$ cat config.mk
export PLATFORM = sky130hd
export DESIGN_NAME = line_burst_responder
export DESIGN_NICKNAME = d
export VERILOG_FILES = /design/src/rtl/lc3b_types.sv /design/src/rtl/line_burst_responder.sv
export SDC_FILE = /design/constraint.sdc
export NUM_CORES = 1
export LEC_CHECK = 0
export CAP_MARGIN = 25
export CORE_UTILIZATION = 33
export CTS_BUF_LIST = sky130_fd_sc_hd__clkbuf_8
export DETAILED_ROUTE_END_ITERATION = 10
export PLACE_DENSITY = 0.68
export SYNTH_ARGS = -nofsm -noshare
export SYNTH_HDL_FRONTEND = slang
export SYNTH_SLANG_ARGS = --single-unit
$ cat constraint.sdc
create_clock -name clk -period 3.4 [get_ports clk]
set_input_delay 0.51 -clock clk [delete_from_list [all_inputs] [get_ports clk]]
set_output_delay 0.51 -clock clk [all_outputs]
set_load 0.05 [all_outputs]
$ cat src/rtl/lc3b_types.sv
// rtl/lc3b_types.sv - shared LC-3b word/line types and line burst responder state encoding
package lc3b_types;

  typedef logic [15:0]  lc3b_word;
  typedef logic [127:0] lc3b_l1_line;

  localparam int BEATS_PER_LINE = 8;

  typedef enum logic [1:0] {
    IDLE    = 2'd0,
    RD_BEAT = 2'd1,
    WR_BEAT = 2'd2,
    RESP    = 2'd3
  } lc3b_lbr_state_t;

endpackage

$ cat src/rtl/line_burst_responder.sv
// rtl/line_burst_responder.sv - serves one 128-bit L2 line request as 8 sequential 16-bit pmem beats
module line_burst_responder
  import lc3b_types::*;
(
  input  logic        clk,
  input  logic        reset_n,
  input  lc3b_word    l2cache_address,
  input  lc3b_l1_line l2cache_wdata,
  output lc3b_l1_line l2cache_rdata,
  input  logic        l2_read,
  input  logic        l2_write,
  output logic        l2_resp,
  output lc3b_word    pmem_address,
  output lc3b_word    pmem_wdata,
  input  lc3b_word    pmem_rdata,
  output logic        pmem_read,
  output logic        pmem_write,
  input  logic        pmem_resp
);

  localparam logic [2:0] LAST_BEAT = 3'(BEATS_PER_LINE - 1);

  lc3b_lbr_state_t state, state_next;
  logic [2:0]      k, k_next;
  lc3b_word        base;
  lc3b_l1_line     wline;
  lc3b_l1_line     rline;

  always_ff @(posedge clk) begin
    if (!reset_n) begin
      state <= IDLE;
      k     <= 3'd0;
      base  <= '0;
      wline <= '0;
      rline <= '0;
    end else begin
      state <= state_next;
      k     <= k_next;
      if (state == IDLE && l2_write) begin
        base  <= l2cache_address & 16'hFFF0;
        wline <= l2cache_wdata;
      end else if (state == IDLE && l2_read) begin
        base  <= l2cache_address & 16'hFFF0;
      end
      // Read beats land directly in the output line, so rdata holds until the next read's beat 0.
      if (state == RD_BEAT && pmem_resp) begin
        rline[{k, 4'b0000} +: 16] <= pmem_rdata;
      end
    end
  end

  always_comb begin
    state_next = state;
    k_next     = k;
    pmem_read  = 1'b0;
    pmem_write = 1'b0;
    l2_resp    = 1'b0;
    case (state)
      IDLE: begin
        if (l2_write) begin
          state_next = WR_BEAT;
          k_next     = 3'd0;
        end else if (l2_read) begin
          state_next = RD_BEAT;
          k_next     = 3'd0;
        end
      end
      RD_BEAT: begin
        pmem_read = 1'b1;
        if (pmem_resp) begin
          k_next = k + 3'd1;
          if (k == LAST_BEAT) state_next = RESP;
        end
      end
      WR_BEAT: begin
        pmem_write = 1'b1;
        if (pmem_resp) begin
          k_next = k + 3'd1;
          if (k == LAST_BEAT) state_next = RESP;
        end
      end
      RESP: begin
        l2_resp    = 1'b1;
        state_next = IDLE;
      end
      default: state_next = IDLE;
    endcase
    // Outputs are forced quiet while reset is held so nothing leaks out before the first edge.
    if (!reset_n) begin
      pmem_read  = 1'b0;
      pmem_write = 1'b0;
      l2_resp    = 1'b0;
    end
  end

  // Base has bits [3:0] clear, so OR-ing the beat offset can never carry into bit 4.
  assign pmem_address  = reset_n ? (base | {12'h000, k, 1'b0}) : 16'h0000;
  assign pmem_wdata    = wline[{k, 4'b0000} +: 16];
  assign l2cache_rdata = rline;

endmodule

==> impl_metrics.yaml, run 1 <==
final_layout:
  stdcell_area_mm2: 0.0163
  seq_area_mm2: 0.00547
  nets: 1770
  drive_gt1_frac: 0.0932
  layout_common_cells: "nand2_1, clkdlybuf4s50_1, dfxtp_1, a21boi_1, mux2i_1"
  mostFrequentLayoutCell: "nand2_1"
  multi_input_area_mm2: 0.00575
  area_delta_synth_final_pct: 39.7
  utilization: 0.471
  stdcell_count: 2076
  antenna_cells: 0
  fill_cells: 3376
critical_path:
  r2r_setup_slack_ns: 0.92
  critical_path_class: "register to primary output"
  required_ns: 2.89
  slowest_delay_ns: 0.71
  cp_cell_sequence: "buf_12 > mux4_2 > nand2_1 > nand2_1 > clkdlybuf4s50_1"
  startpoint: "k[1]"
  critPathLaunchType: "register"
  cp_max_fo: 29
  arrival_ns: 2.63
  r2r-end: "l2cache_rdata[10]"
  reg2reg_depth: 8
  slowest_stage: "clkdlybuf4s50_1"
  r2r_start: "k[0]"
  cp-end-kind: "primary output"
  crit_path_frequent_cell: "nand2_1"
sta:
  hold_ws_ns: 0.427
  tns_ns: 0
  hold_viol_final: 0
  clock_skew_ns: 0.0264
  grt_setup_unrepaired: "false"
  max-slew-margin-rel: 0.447
  slew_violations: 0
  fin_ws_ns: 0.261
  setup_viol: 0
  min_period_ns: 3.14
  fmax_mhz: 319
  tightestPinTransition_ns: 0.824
  finalCritPeriodShare: 0.923
power_and_ir_drop:
  cellPowerDensity_mw_per_mm2: 571
  vdd_drop_max_uv: 265
  finalPower_mw: 9.34
  power_leakage_nw: 6.34
grt:
  grt-ovfl-total: 0
  track_usage: 0.194
  first_global_vias: 10100
  grt_first_pass_wirelength_mm: 54.9
  grt_max_degree: 78
  antenna_found_initial: 1
synth:
  synth_ff_type: "dfxtp_1"
  yosys.area.top_type_share: 0.467
  synth_seq_area_share: 0.467
  yosysWarnings: 0
  syn_area_mm2: 0.0117
  syn-instance-count: 1286
  synth_edf_count: 0
  ys_types: 38
  synth_seq_cells: 273
  synth_area_leader_cell: "dfxtp_1"
  yosys-top-cells-area: "dfxtp_1, nand2_1, mux2i_1, a21boi_1, mux4_2"
  synthArstFlopShare: 0
  avgSynthCellArea_um2: 9.09
  syn_nets: 1464
die:
  initial_core_util: 0.337
  die_h_um: 190
  core_mm2: 0.0347
  num_rows: 68
  io_pins: 328
  die-area_mm2: 0.0362
  die_width_um: 190
clock_network:
  cts.path.max_buffers: 3
  cts_hold_buf: 0
  htree_levels: 2
  cts-root-buf: "clkbuf_8"
  clkTransAtPathRegs_ns: 0.06
  clock_latency_ns: 0.56
  cts.sinks: 273
  cts_buffers: 48
  cts_tree: "built"
flow_run:
  maxCapViolCount: 0
run_status:
  status: "completed"
placement:
  globalplace.congestion: 0.819
  place_ws_ns: 0.571
  dp.cells: 1991
  port_buffers: 322
  place_area_mm2: 0.0153
  hpwl_mm: 25.4
min_path:
  whs_path_depth: 2
  min_to: "state[1]"
  hold_class: "input pin to register"
  hold_start: "reset_n"
routing:
  drt_iter0_drc: 343
  finalWirelength_mm: 35.8
  ant_nets: 0
  viasPerCell: 4.81
  dr.pass1.iters: 5
  route.detailed.drc: 0
  vias: 9990
  routedWlPerCell_um: 17.3
## cell type report
cell class	count	area share
Inverter	7	0.00161
Multi-Input combinational cell	906	0.352
Clock inverter	20	0.00835
Sequential cell	273	0.335
Clock buffer	59	0.0497
Timing Repair Buffer	356	0.219
Tap cell	455	0.0348
## cells in the mapped netlist, types with 2 or more instances
| master | count |
|---|---|
| clkbuf_1 | 74 |
| nand2_1 | 491 |
| ha_1 | 13 |
| buf_1 | 3 |
| nor2_1 | 2 |
| buf_4 | 4 |
| o21ai_0 | 2 |
| mux2i_1 | 128 |
| a22o_1 | 3 |
| buf_6 | 6 |
| a21boi_1 | 141 |
| o211ai_1 | 2 |
| nor2b_1 | 3 |
| dfxtp_1 | 273 |
| mux4_2 | 29 |
| inv_1 | 6 |
| mux4_1 | 3 |
| and3b_1 | 3 |
| nand3_2 | 3 |
| nand3_1 | 49 |
| and2_1 | 20 |
| buf_2 | 12 |
## per-layer routing
layer  routed length, um  vias to the layer above  track usage
met4                 881                        2       0.0597
met1               14600                     4703        0.222
met2               17200                      339        0.340
met3                3230                       65       0.0648
met5                  11                        -            0
li1                    -                     4881            -
## state kept, by name, indices dropped and copies added, names as in the netlist
name           count
wline            128
l2cache_rdata    128
k                  3
base              12
state              2
## repair_timing
| item | in CTS | in global routing |
|---|---|---|
| gates resized for setup | 5 | 4 |
| pin swaps | 0 | 0 |
| setup buffers | 0 | 6 |
| setup endpoints to repair | 5 | 9 |
## worst max-delay path by stage
stage | to | slack, ns | cells after the start
after CTS | pmem_wdata[4] | 0.004 | 5
final | pmem_wdata[11] | 0.26 | 5
after floorplan | l2cache_rdata[10] | 0.49 | 10
after global routing | pmem_wdata[11] | 0.14 | 5
after global placement | pmem_wdata[5] | 0.57 | 5
after detailed placement | pmem_wdata[5] | 0.57 | 5
## cells by family after synthesis
family	share of synthesized area
compound gates	0.102
fa+ha+maj	0.0139
buf+inv	0.0422
flops	0.467
mux	0.172
other cells	0.000321
simple gates	0.202
## report_power, final
| part | total, mW | internal, mW | switching, mW |
|---|---|---|---|
| Sequential | 3.69 | 3.52 | 0.168 |
| Clock | 3.04 | 1.70 | 1.34 |
| Combinational | 2.61 | 1.04 | 1.58 |
| Total | 9.34 | 6.25 | 3.08 |
## worst max-delay path, delay by kind of cell, from the launching register on
kind,cells,cell delay [ns]
DFF,1,0.51
buffers and inverters,2,0.97
muxes,1,0.35
and+or+nand+nor,2,0.24
(Power assumes the default switching activity.)
==> run 2: changes to the inputs <==
Settings changed: MAX_ROUTING_LAYER set to met4.
Clock period 3.4 ns to 3.5 ns, I/O delays scaled along.
==> run 2 against run 1 <==
- critical path depth is the same
- clock skew is essentially flat
- hold slack lost 0.023 ns
- clock power shrank 2%
- sequential share of layout area grew 0.059 points
- routed wire length shrank 0.39%
- design area shrank 0.18%
- die area is the same
- flip-flop and latch count is the same
- total power shrank 2.7%
- sequential power shrank 3%
==> impl_metrics.yaml, run 2 (synthesis results as in run 1) <==
clock_network:
  clkTransAtPathRegs_ns: 0.06
  cts.sinks: 273
  clock_latency_ns: 0.56
  cts_resized: 0
  cts_tree: "built"
  htree_levels: 2
  cts.path.max_buffers: 3
  cts_buffers: 48
  cts-root-buf: "clkbuf_8"
routing:
  dr.pass1.iters: 5
  routedWlPerCell_um: 17.3
  route.detailed.drc: 0
  drt_iter0_drc: 596
  vias: 9950
  ant_nets: 0
  finalWirelength_mm: 35.7
  viasPerCell: 4.82
critical_path:
  cp_max_fo: 13
  critical_path_class: "register to primary output"
  required_ns: 2.97
  cp-end-kind: "primary output"
  arrival_ns: 2.76
  critPathLaunchType: "register"
grt:
  first_global_vias: 10200
  antenna_found_initial: 1
  track_usage: 0.202
  grt-ovfl-total: 0
  grt-busiest-layer: "met2"
  grt_first_pass_wirelength_mm: 55.4
  grt.met2_usage: 0.338
  grt_max_degree: 82
  use_met1: 0.229
  gr-usage-met3: 0.0653
sta:
  clock_skew_ns: 0.0262
  tightestPinTransition_ns: 0.923
  finalCritPeriodShare: 0.940
  hold_ws_ns: 0.405
  grt_setup_unrepaired: "false"
  min_period_ns: 3.29
  max-slew-margin-rel: 0.380
  hold_viol_final: 0
  fmax_mhz: 304
  setup_viol: 0
  tns_ns: 0
  slew_violations: 0
die:
  die_h_um: 190
  num_rows: 68
  initial_core_util: 0.337
  die_width_um: 190
  die-area_mm2: 0.0362
  io_pins: 328
  core_mm2: 0.0347
placement:
  hpwl_mm: 25.2
  place_area_mm2: 0.0153
  globalplace.congestion: 0.841
  port_buffers: 322
final_layout:
  fill_cells: 3352
  nets: 1762
  stdcell_area_mm2: 0.0163
  seq_area_mm2: 0.00547
  mostFrequentLayoutCell: "nand2_1"
  drive_gt1_frac: 0.0863
  multi_input_area_mm2: 0.00575
  layout_common_cells: "nand2_1, clkdlybuf4s50_1, dfxtp_1, a21boi_1, mux2i_1"
  area_delta_synth_final_pct: 39.5
min_path:
  hold_class: "input pin to register"
flow_run:
  maxCapViolCount: 0
power_and_ir_drop:
  vdd_drop_max_uv: 301
  cellPowerDensity_mw_per_mm2: 557
  power_leakage_nw: 6.20
run_status:
  status: "completed"
-- run 2: worst paths after layout --
| path | from | endpoint | slack, ns | depth (start not counted) |
|---|---|---|---|---|
| min reg2reg | base[10] | base[10] | 0.45 | 2 |
| min | reset_n | l2cache_rdata[97] | 0.40 | 3 |
| max | k[0] | pmem_wdata[15] | 0.21 | 5 |
| max reg2reg | k[0] | l2cache_rdata[0] | 0.71 | 8 |
-- run 2: stage by stage --
step / std cells / util / worst slack, ns / total power [mW]
6_report: 2066 / 0.470 / 0.211 / 9.08
5_1_grt: 2066 / 0.470 / 0.0515 / 9.61
4_1_cts: 2065 / 0.470 / 0.127 / 9.21
3_5_place_dp: 1987 / 0.441 / 0.412 / 6.17
3_3_place_gp: 1986 / 0.440 / 0.451 / 6.11
2_1_floorplan: 1286 / - / 0.589 / 5.30
-- run 2: area by class of cell --
| type | count | share of cell area |
|---|---|---|
| Antenna cell | 1 | 0.000153 |
| Inverter | 7 | 0.00161 |
| Timing Repair Buffer | 348 | 0.216 |
| Clock buffer | 62 | 0.0523 |
| Multi-Input combinational cell | 906 | 0.353 |
| Clock inverter | 14 | 0.00660 |
| Tap cell | 455 | 0.0349 |
| Sequential cell | 273 | 0.335 |
-- run 2: where the power goes --
group	switching [mW]	internal, mW	total, mW
combinational	1.53	0.991	2.52
clock	1.26	1.71	2.97
sequential	0.174	3.42	3.59
-- run 2: what timing repair did --
item                                    4_1_cts  5_1_grt
setup buffers                                 2        0
endpoints found under the hold margin         0        0
hold buffers                                  0        0
endpoints found under the setup margin       16        0
-- run 2: critical path: stages, from the launching register on --
cell	delay (ns)
dfxtp_4	0.55
buf_16	0.22
mux4_1	0.57
nand2_1	0.09
nand2_1	0.06
clkdlybuf4s50_1	0.74
-- run 2: layer usage --
layer / up-vias / share of wire / routed length [um]
met5: - / 0 / 0
met4: 0 / 0.022 / 786
met3: 67 / 0.091 / 3270
met2: 338 / 0.48 / 17100
met1: 4680 / 0.41 / 14500
li1: 4865 / - / -
==> run 3: changes to the inputs <==
Settings changed: SKIP_CTS_REPAIR_TIMING set to 1, SLEW_MARGIN set to 20.
==> run 3 against run 2 <==
- non-clock buffer count stayed put
- utilization about the same
- first-iteration DRC count is 0.17% higher
- register-to-register slack about the same
- hold slack better by 0.00088 ns
==> impl_metrics.yaml, run 3 (synthesis results as in run 1) <==
run_status:
  status: "completed"
critical_path:
  slowest_stage: "clkdlybuf4s50_1"
  arrival_ns: 2.77
  cp-end-kind: "primary output"
  cp_max_fo: 13
  crit_cells: 5
  cp_cell_sequence: "buf_12 > mux4_2 > nand2_1 > nand2_1 > clkdlybuf4s50_1"
  required_ns: 2.97
  critPathLaunchType: "register"
  critical-path-top-delay-family: "buffers and inverters"
  slowest_delay_ns: 0.73
  reg2reg_depth: 8
  critPathBufInv: 2
  critical_path_class: "register to primary output"
  crit_path_frequent_cell: "nand2_1"
routing:
  finalWirelength_mm: 35.7
  routedWlPerCell_um: 17.3
  viasPerCell: 4.83
  vias: 9979
  ant_nets: 0
  dr.pass1.iters: 5
  route.detailed.drc: 0
  drt_iter0_drc: 597
placement:
  globalplace.congestion: 0.841
  port_buffers: 322
  hpwl_mm: 25.2
  dp.cells: 1987
  place_area_mm2: 0.0153
sta:
  fmax_mhz: 304
  finalCritPeriodShare: 0.941
  hold_viol_final: 0
  slew_violations: 0
  clock_skew_ns: 0.0273
  hold_ws_ns: 0.406
  setup_viol: 0
  max-slew-margin-rel: 0.380
  tightestPinTransition_ns: 0.923
  grt_setup_unrepaired: "false"
  min_period_ns: 3.29
power_and_ir_drop:
  seq_power_share: 0.396
  power_leakage_nw: 6.20
  pwr-share-comb: 0.277
  vdd_drop_max_uv: 299
  cellPowerDensity_mw_per_mm2: 557
  finalPower_mw: 9.08
  clkPwrFrac: 0.327
  p_switching_mw: 2.96
  internal-power_mw: 6.11
  switching_share: 0.327
clock_network:
  cts.path.max_buffers: 3
  htree_levels: 2
  clkTransAtPathRegs_ns: 0.06
  cts-root-buf: "clkbuf_8"
  cts_buffers: 48
  cts.sinks: 273
  clock_latency_ns: 0.56
  cts_tree: "built"
final_layout:
  nets: 1762
  mostFrequentLayoutCell: "nand2_1"
  stdcell_count: 2066
  layout_common_cells: "nand2_1, clkdlybuf4s50_1, dfxtp_1, a21boi_1, mux2i_1"
  area_delta_synth_final_pct: 39.4
  drive_gt1_frac: 0.0863
  stdcell_area_mm2: 0.0163
min_path:
  whs_path_depth: 3
  hold_class: "input pin to register"
die:
  io_pins: 328
  num_rows: 68
  core_mm2: 0.0347
  die_h_um: 190
  die-area_mm2: 0.0362
  initial_core_util: 0.337
  die_width_um: 190
grt:
  first_global_vias: 10200
  grt_first_pass_wirelength_mm: 55.0
  track_usage: 0.200
  grt_max_degree: 82
  grt-ovfl-total: 0
  antenna_found_initial: 1
flow_run:
  maxCapViolCount: 0
run 3: cell counts in the layout (fill, tap and decap cells not counted):
No cell type changed its count.
run 3: routing by layer:
layer  vias up  share of wire  global-route usage
met3        66          0.090              0.0631
met4         0          0.021              0.0582
met5         -              0                   -
met1      4707           0.41               0.228
li1       4864              -                   -
met2       342           0.48               0.335
run 3: power groups by stage:
stage,combinational [mW],clock [mW],sequential (mW)
2_1_floorplan,1.64,0,3.65
3_3_place_gp,2.42,0,3.69
3_5_place_dp,2.46,0,3.71
4_1_cts,2.46,3.06,3.64
5_1_grt,2.77,3.20,3.63
6_report,2.51,2.97,3.59
run 3: area by class of cell:
class	count	area, um^2
Fill cell	3353	18400
Multi-Input combinational cell	906	5750
Sequential cell	273	5470
Timing Repair Buffer	348	3520
Clock buffer	62	853
Tap cell	455	569
Clock inverter	14	108
Inverter	7	26.3
Antenna cell	1	2.50
run 3: metrics by stage:
stage / TNS, ns / worst slack, ns / util
finish: 0 / 0.207 / 0.470
global route: 0 / 0.0753 / 0.470
CTS: -1.72 / -0.155 / 0.468
detailed placement: 0 / 0.412 / 0.441
global placement: 0 / 0.451 / 0.440
floorplan: 0 / 0.589 / -
run 3: worst min-delay path, stage by stage:
cell	delay, ns
clkbuf_8	0.22
nand2_1	0.11
mux2i_1	0.05
run 3: final timing paths:
check,from,to,slack (ns)
worst max register to register,k[0],l2cache_rdata[0],0.72
worst max-delay path,k[0],pmem_wdata[12],0.21
worst min-delay path,reset_n,l2cache_rdata[97],0.41
worst min register to register,base[10],base[10],0.45
